===== config.mk =====
export PLATFORM = sky130hd
export DESIGN_NAME = surf_host_loader
export DESIGN_NICKNAME = d
export VERILOG_FILES = /design/src/rtl/surf_pkg.sv /design/src/rtl/surf_watchdog.sv /design/src/rtl/surf_host_loader.sv
export SDC_FILE = /design/constraint.sdc
export NUM_CORES = 1
export LEC_CHECK = 0
export CAP_MARGIN = 30
export CELL_PAD_IN_SITES_DETAIL_PLACEMENT = 1
export CELL_PAD_IN_SITES_GLOBAL_PLACEMENT = 1
export CORE_MARGIN = 5
export CORE_UTILIZATION = 37
export CTS_BUF_LIST = sky130_fd_sc_hd__clkbuf_4 sky130_fd_sc_hd__clkbuf_8
export CTS_CLUSTER_SIZE = 30
export DETAILED_ROUTE_END_ITERATION = 10
export PLACE_DENSITY = 0.88
export SYNTH_ARGS = -nofsm -noshare
export SYNTH_HDL_FRONTEND = slang
export SYNTH_SLANG_ARGS = --single-unit

===== constraint.sdc =====
create_clock -name Clk -period 2.55 [get_ports Clk]
set_input_delay 0.51 -clock Clk [delete_from_list [all_inputs] [get_ports Clk]]
set_output_delay 0.51 -clock Clk [all_outputs]
set_load 0.005 [all_outputs]

===== src/rtl/surf_pkg.sv =====
// Shared widths and state encoding for the SURF host loader.
package surf_pkg;

    localparam int ADDR_W  = 15;
    localparam int DATA_W  = 64;
    localparam int RES_W   = 16;
    localparam int STATE_W = 3;

    // Loader FSM state encoding.
    localparam logic [STATE_W-1:0] S_IDLE   = 3'd0;
    localparam logic [STATE_W-1:0] S_LOAD_A = 3'd1;
    localparam logic [STATE_W-1:0] S_LOAD_B = 3'd2;
    localparam logic [STATE_W-1:0] S_FLUSH  = 3'd3;
    localparam logic [STATE_W-1:0] S_GO     = 3'd4;
    localparam logic [STATE_W-1:0] S_WAIT   = 3'd5;
    localparam logic [STATE_W-1:0] S_DONE   = 3'd6;
    localparam logic [STATE_W-1:0] S_ERR    = 3'd7;

    // A job is in flight in every state except the two resting ones.
    function automatic logic state_is_busy(input logic [STATE_W-1:0] s);
        return !((s == S_IDLE) || (s == S_ERR));
    endfunction

endpackage


===== src/rtl/surf_watchdog.sv =====
// Cycle watchdog: clearable up-counter that saturates at TIMEOUT-1 and
// flags the terminal count.
module surf_watchdog #(
    parameter int TIMEOUT = 1048576
) (
    input  logic clk,
    input  logic rst_n,
    input  logic clr,
    input  logic en,
    output logic tc
);

    localparam int CNT_W = (TIMEOUT > 2) ? $clog2(TIMEOUT) : 1;
    localparam logic [CNT_W-1:0] LAST = CNT_W'(TIMEOUT - 1);

    logic [CNT_W-1:0] cnt_q;
    logic [CNT_W-1:0] cnt_d;

    // Next count: clear wins, otherwise count up while enabled until terminal.
    always_comb begin
        // NOTE: default every always_comb output first so no path leaves it unassigned (no latch).
        cnt_d = cnt_q;
        if (clr) begin
            cnt_d = '0;
        end else if (en && (cnt_q != LAST)) begin
            cnt_d = cnt_q + 1'b1;
        end
    end

    // Count register.
    always_ff @(posedge clk or negedge rst_n) begin
        // NOTE: state flops use non-blocking assignments so every flop samples pre-edge values.
        if (!rst_n) begin
            cnt_q <= '0;
        end else begin
            cnt_q <= cnt_d;
        end
    end

    assign tc = (cnt_q == LAST);

endmodule


===== src/rtl/surf_host_loader.sv =====
// Host loader for the SURF CalcDeterminant core: streams N_WORDS words into
// SRAM A then N_WORDS into SRAM B over their shared port B, kicks the core
// with Go_t, and waits (under a watchdog) for Done_t to capture the result.
module surf_host_loader
    import surf_pkg::*;
#(
    parameter int N_WORDS = 1024,
    parameter int TIMEOUT = 1048576
) (
    input  logic              Clk,
    input  logic              Rst_n,
    input  logic              Start,
    input  logic              In_Valid,
    output logic              In_Ready,
    input  logic [DATA_W-1:0] In_Data,
    output logic [ADDR_W-1:0] M_Addr,
    output logic [DATA_W-1:0] M_Di,
    output logic              MA_enb,
    output logic              MA_web,
    output logic              MB_enb,
    output logic              MB_web,
    output logic              Go_t,
    input  logic              Done_t,
    input  logic [RES_W-1:0]  Surf_Out_t,
    output logic              Busy,
    output logic [RES_W-1:0]  Result,
    output logic              Result_Valid,
    output logic              Err
);

    localparam logic [ADDR_W-1:0] LAST_ADDR = ADDR_W'(N_WORDS - 1);

    logic [STATE_W-1:0] state_q,  state_d;
    logic [ADDR_W-1:0]  cnt_q,    cnt_d;
    logic [ADDR_W-1:0]  m_addr_q, m_addr_d;
    logic [DATA_W-1:0]  m_di_q,   m_di_d;
    logic               ma_wr_q,  ma_wr_d;
    logic               mb_wr_q,  mb_wr_d;
    logic               go_q,     go_d;
    logic               rv_q,     rv_d;
    logic               err_q,    err_d;
    logic [RES_W-1:0]   result_q, result_d;

    logic in_ready;
    logic beat;
    logic wd_clr;
    logic wd_en;
    logic wd_tc;

    assign in_ready = (state_q == S_LOAD_A) || (state_q == S_LOAD_B);
    assign beat     = In_Valid && in_ready;

    surf_watchdog #(
        .TIMEOUT (TIMEOUT)
    ) u_watchdog (
        .clk   (Clk),
        .rst_n (Rst_n),
        .clr   (wd_clr),
        .en    (wd_en),
        .tc    (wd_tc)
    );

    // Next-state, write-strobe and handshake decode for the loader FSM.
    always_comb begin
        state_d  = state_q;
        cnt_d    = cnt_q;
        m_addr_d = m_addr_q;
        m_di_d   = m_di_q;
        ma_wr_d  = 1'b0;
        mb_wr_d  = 1'b0;
        go_d     = 1'b0;
        rv_d     = 1'b0;
        err_d    = err_q;
        result_d = result_q;
        wd_clr   = 1'b0;
        wd_en    = 1'b0;

        case (state_q)
            S_IDLE, S_ERR: begin
                if (Start) begin
                    state_d = S_LOAD_A;
                    cnt_d   = '0;
                    err_d   = 1'b0;
                end
            end

            S_LOAD_A, S_LOAD_B: begin
                if (beat) begin
                    // The beat is written one cycle later at the pre-increment address.
                    m_addr_d = cnt_q;
                    m_di_d   = In_Data;
                    ma_wr_d  = (state_q == S_LOAD_A);
                    mb_wr_d  = (state_q == S_LOAD_B);
                    if (cnt_q == LAST_ADDR) begin
                        cnt_d   = '0;
                        state_d = (state_q == S_LOAD_A) ? S_LOAD_B : S_FLUSH;
                    end else begin
                        cnt_d = cnt_q + 1'b1;
                    end
                end
            end

            // Final B write is on the bus this cycle; Go_t rises next cycle.
            S_FLUSH: begin
                state_d = S_GO;
                go_d    = 1'b1;
            end

            S_GO: begin
                state_d = S_WAIT;
                wd_clr  = 1'b1;
            end

            // Done_t wins over a watchdog expiry in the same cycle.
            S_WAIT: begin
                if (Done_t) begin
                    result_d = Surf_Out_t;
                    rv_d     = 1'b1;
                    state_d  = S_DONE;
                end else if (wd_tc) begin
                    state_d = S_ERR;
                    err_d   = 1'b1;
                end else begin
                    wd_en = 1'b1;
                end
            end

            S_DONE: begin
                state_d = S_IDLE;
            end

            default: begin
                state_d = S_IDLE;
            end
        endcase
    end

    // Loader registers; reset aborts any job and silences every strobe.
    always_ff @(posedge Clk or negedge Rst_n) begin
        if (!Rst_n) begin
            state_q  <= S_IDLE;
            cnt_q    <= '0;
            m_addr_q <= '0;
            m_di_q   <= '0;
            ma_wr_q  <= 1'b0;
            mb_wr_q  <= 1'b0;
            go_q     <= 1'b0;
            rv_q     <= 1'b0;
            err_q    <= 1'b0;
            result_q <= '0;
        end else begin
            state_q  <= state_d;
            cnt_q    <= cnt_d;
            m_addr_q <= m_addr_d;
            m_di_q   <= m_di_d;
            ma_wr_q  <= ma_wr_d;
            mb_wr_q  <= mb_wr_d;
            go_q     <= go_d;
            rv_q     <= rv_d;
            err_q    <= err_d;
            result_q <= result_d;
        end
    end

    assign In_Ready     = in_ready;
    assign M_Addr       = m_addr_q;
    assign M_Di         = m_di_q;
    assign MA_enb       = ma_wr_q;
    assign MA_web       = ma_wr_q;
    assign MB_enb       = mb_wr_q;
    assign MB_web       = mb_wr_q;
    assign Go_t         = go_q;
    assign Busy         = state_is_busy(state_q);
    assign Result       = result_q;
    assign Result_Valid = rv_q;
    assign Err          = err_q;

endmodule


# Yosys cells after proc, flatten, opt, wreduce, memory -nomap -nowiden
# Index checks and enable logic that the tools add are counted.
# classes
n_addsub	2
mul	0
div_mod_pow	0
order_cmp	0
n_eq_ne	16
shifts	0
muxes	28
bitwise_logic	0
reduce_logical	16
# ops
cell	count
15-bit 2-to-1 mux	3
20-bit 2-to-1 mux	2
15-bit case mux with 2 select lines	1
20-bit by 1-bit adder with 20-bit output (second input constant)	1
20-bit equality test (second input constant)	1
20-bit inequality test (second input constant)	1
3-bit case mux with 6 select lines	1
15-bit by 1-bit adder with 15-bit output (second input constant)	1
15-bit by 10-bit equality test with 1-bit output (second input constant)	1
1-bit 2-to-1 mux	15
3-bit 2-to-1 mux	5
3-bit equality test (second input constant)	4
2-bit inequality test (second input constant)	4
4-bit AND reduction	2
3-bit by 2-bit equality test with 1-bit output (second input constant)	2
2-bit nonzero test	3
2-bit AND reduction	2
2-bit OR reduction	2
3-bit by 1-bit equality test with 1-bit output (second input constant)	1
3-bit zero test	1
3-bit by 2-bit inequality test with 1-bit output (second input constant)	1
3-bit AND reduction	1
1-bit logical AND	2
1-bit logical OR	2
other kinds (3)	3
# totals
regBits	138
latch_bits	0
mem_bits_rw	0
mem_bits_ro	0
inputBits	85
output_inout_bits	104
word_cells	73
memories	0

# Logic depth before layout (Yosys ltp)
# Gate-level depths: netlist of the first run.
# logic_depth
ltp_word	7
depth_mapped	9
mapped_depth_nobuf	6

# Cells and area by module
# A second synthesis of the first run with hierarchy kept.
# unflattened
hier_cells	490
hier_area_um2	6229.7
# by_module_without_submodules
module	instances	cells_each	area_per_inst_um2	seq_area_each_um2
surf_host_loader	1	359	5014.8	2952.8
surf_watchdog	1	131	1214.9	500.5

# Worst setup path after synthesis of the first run
# Ideal clock, no wire load.
# synth_timing
path_kind	reg-to-reg
from	register cnt_q[11]
to	register state_q[0]
setup_ps	128
t_arrival_ps	1881
required_time_ps	2422
path_slack_ps	541
path_stages_with_launch	6
n_path_buf	0
synth_period_minus_slack_ps	2009
cell_sequence	dfrtp_1 -> or4b_1 -> nor4b_2 -> nor2_1 -> a221oi_2 -> mux2_1
# synth_via
elab_chain_len	3
# synth_lines
item	line	text
from (decl)	surf_host_loader.sv:34	logic [ADDR_W-1:0] cnt_q, cnt_d;
from (signal assigned)	surf_host_loader.sv:153	cnt_q <= cnt_d;
15-bit by 10-bit equality test with 1-bit output	surf_host_loader.sv:94	if (cnt_q == LAST_ADDR) begin
2-bit inequality test (no source line)	n/a	
4-bit AND reduction (no source line)	n/a	
to (signal assigned)	surf_host_loader.sv:152	state_q <= state_d;
to (decl)	surf_host_loader.sv:33	logic [STATE_W-1:0] state_q, state_d;
# No other way between the ends.
# A chain may end at the register's enable or synchronous reset.

# Worst setup path in the final report of the first run
# layout_timing
from	register state_q[1]
to	output port In_Ready
# layout_via
elab_chain_len	2
word_cells_on_any_way	3
classes_between	eq/ne (2); reduce/logical (1)
# layout_lines
item	line	text
3-bit by 1-bit equality test with 1-bit output or 3-bit by 2-bit equality test with 1-bit output (tied branches)	surf_host_loader.sv:50	assign in_ready = (state_q == S_LOAD_A) || (state_q == S_LOAD_B);
1-bit logical OR *	surf_host_loader.sv:50	
to (decl)	surf_host_loader.sv:14	output logic In_Ready,
# Mark *: on every way between the ends. The rest lies on a longest branch, timed or not.

==> results of run 1 <==
## registers in the layout (all words and copies together), names as in the netlist
signal / cells
Go_t: 1
Result_Valid: 1
Err: 1
MA_enb: 1
Result: 16
u_watchdog.cnt_q: 20
state_q: 3
MB_enb: 1
M_Di: 64
M_Addr: 15
cnt_q: 15
## layout by cell type (no fill, tap or decap), types with 4 or more instances in the layout
cell	instances
xor2_1	14
o21ai_0	9
mux2_1	11
nor3_1	7
mux2_2	69
nor2_1	40
and3_1	6
dfrtp_1	135
mux2i_1	7
a21oi_1	8
xnor2_1	6
buf_4	16
bufinv_16	5
nand3_1	17
clkdlybuf4s50_1	187
inv_1	5
clkbuf_8	18
nand4_1	15
a31oi_1	4
nand2_1	70
## power by group
| part | internal (mW) | switching [mW] |
|---|---|---|
| Combinational | 2.17 | 1.34 |
| Clock | 1.19 | 0.820 |
| Sequential | 2.93 | 0.482 |
## cell families after synthesis
logic type      synth area share, %
simple gates                   14.5
flops                          58.5
mux                            16.4
compound gates                 4.60
buf+inv                        2.63
xor+xnor                       2.97
fa+ha+maj                     0.424
## worst max-delay path by stage
stage               cells past startpoint  slack, ns                   end
floorplan                               5       0.54            state_q[0]
global placement                        6       0.31   u_watchdog.cnt_q[7]
detailed placement                      6       0.20  u_watchdog.cnt_q[18]
CTS                                     4      0.009              In_Ready
global route                            4      -0.02              In_Ready
finish                                  4       0.10              In_Ready
## final cells by class
| cell class | instances | share of cell area, % |
|---|---|---|
| flip-flops and latches | 138 | 40.3 |
| multi-input cells | 321 | 26.8 |
| repair buffers | 208 | 24.2 |
| well taps | 216 | 3.15 |
| clock buffers | 19 | 2.98 |
| clock inverters | 11 | 2.26 |
| inverters | 7 | 0.306 |
## per-layer routing
layer,vias to the layer above,wire length [µm]
met5,-,0
met2,135,8560
met1,2304,6630
li1,2110,-
met3,15,1080
met4,0,196
## worst min-delay path, stage by stage, from the launching register on
cell and delay, ns:
dfrtp_1 0.34, nand2_1 0.05, nand2_1 0.06
## through the flow
stage | setup slack (ns) | util, % | std cells | area (µm²) | hold slack, ns
floorplan | 0.541 | - | 491 | 5910 | 0.214
global placement | 0.308 | 51.3 | 885 | 8080 | 0.460
detailed placement | 0.199 | 51.3 | 885 | 8080 | 0.461
CTS | 0.00903 | 54.2 | 916 | 8540 | 0.481
global route | -0.0171 | 54.4 | 920 | 8580 | 0.497
finish | 0.104 | 54.4 | 920 | 8580 | 0.478
## timing repair
action                                  in CTS  in global routing
setup buffers                                0                  4
hold buffers                                 1                  0
endpoints found under the setup margin       2                  2
hold endpoints to repair                     7                  0
resized for setup                            1                  2
==> results_dict.tcl, run 1 <==
set metrics [dict create \
    status "finished clean" \
    viasPerCell 4.96 \
    max_cap_violations 0 \
    hpwl_um 12400 \
    grt_pass1_wl_um 26200 \
    final_antenna_net_count 0 \
    synth_cell_type_count 47 \
    crit_chain "nand2b_1, a21o_1, inv_2, clkdlybuf4s50_1" \
    synth_top_cell_area_share_pct 58.5 \
    r2r_cells 5 \
    async_reset_ff_share_pct 100 \
    worstSkewPairLatency_ns 0.44 \
    die_h_um 136 \
    synthCells 491 \
    finalPower_mw 8.94 \
    first_iter_violations 189 \
    peakVddDrop_mv 0.498 \
    tightest_slew_ns 0.540 \
    hold_class "flip-flop to flip-flop" \
    r2r_setup_slack_ns 0.28 \
    post-route-period-util_pct 95.9 \
    cts-root-buf "clkbuf_8" \
    area.growth.synth_to_final_pct 45.2 \
    holdPathEnd "Result[6]" \
    grt_use_met2_pct 32.2 \
    port_buffers 188 \
    slew_viol_final 0 \
    critPathBufInv 2 \
    hold_depth 2 \
    cts_buffers 17 \
    ys_ff_latch 138 \
    diodes 0 \
    arrival_ns 1.94 \
    grt_busiest_layer "met2" \
    min_from "Result[6]" \
    critical_path.top_delay_family "buffers and inverters" \
    crit_path_start_kind "flip-flop" \
    synth_area_per_cell_um2 12.0 \
    synthMostInstantiatedCell "dfrtp_1" \
    finClkSkew_ns 0.0116 \
    p_leak_nw 3.72 \
    rr_endpoint "state_q[0]" \
    start_util_pct 37.5 \
    grt_max_degree 58 \
    path_clk_slew_ns 0.08 \
    layout-drive-gt1-share_pct 18.9 \
    global_route.usage.met3_pct 5.22 \
    cp_slowest_cell "clkdlybuf4s50_1" \
    yosysWarnings 0 \
    row_count 46 \
    setup_viol 0 \
    drc 0 \
    crit_type "flip-flop to output pin" \
    grt_usage_pct 17.9 \
    yosysSeqAreaShare_pct 58.5 \
    syn_area_um2 5910 \
    multi_input_area_um2 2300 \
    cp.required_ns 2.04 \
    seq_area_um2 3460 \
    max_slew_margin_pct 63.8 \
    synthTopCellsByArea "dfrtp_1 58%, mux2_2 13%, nand2_1 4.4%, nor2_1 2.5%, mux2_1 2.1%" \
    wl_per_cell_um 17.9 \
    power.density_nw_per_um2 1040 \
    finalCriticalPeriod_ns 2.45 \
    via_count 4564 \
    overflow 0 \
    final_nets 780 \
    finalHoldViolations 0 \
    fillers 1665 \
    crit_path_start "state_q[1]" \
    drt_pass1_iterations 4 \
    cts.sinks 138 \
    antenna_found_initial 0 \
    htreeDepth 4 \
    syn-num-nets 578 \
    crit_fanout 8 \
    wl_um 16500 \
    synth_edf_count 0 \
    grt_pass1_vias 5051 \
    ios 189 \
    die_w_um 136 \
    cts_tree "built" \
    endpoint_kind "output pin" \
    coreArea_um2 15800 \
    synth_largest_area_cell "dfrtp_1" \
    met1_usage_pct 20.6 \
    clock_path_buffers 2 \
    synth.cells.most_frequent "138 x dfrtp_1, 70 x nand2_1, 69 x mux2_2" \
    critPathMaxStageDelay_ns 0.51 \
    fp.dieArea_um2 18600 \
    synthFlopType "dfrtp_1" \
    r2r_start "cnt_q[11]" \
    gp_congestion 0.828 \
    fmaxAchievable_mhz 409 \
    fin_tns_setup_ns 0 \
]
(Power assumes the default switching activity.)
==> run 2: changes to the inputs <==
Settings changed: TNS_END_PERCENT from default to 30.
==> results of run 2 <==
Final layout, timing and power as in run 1 (identical DEF).
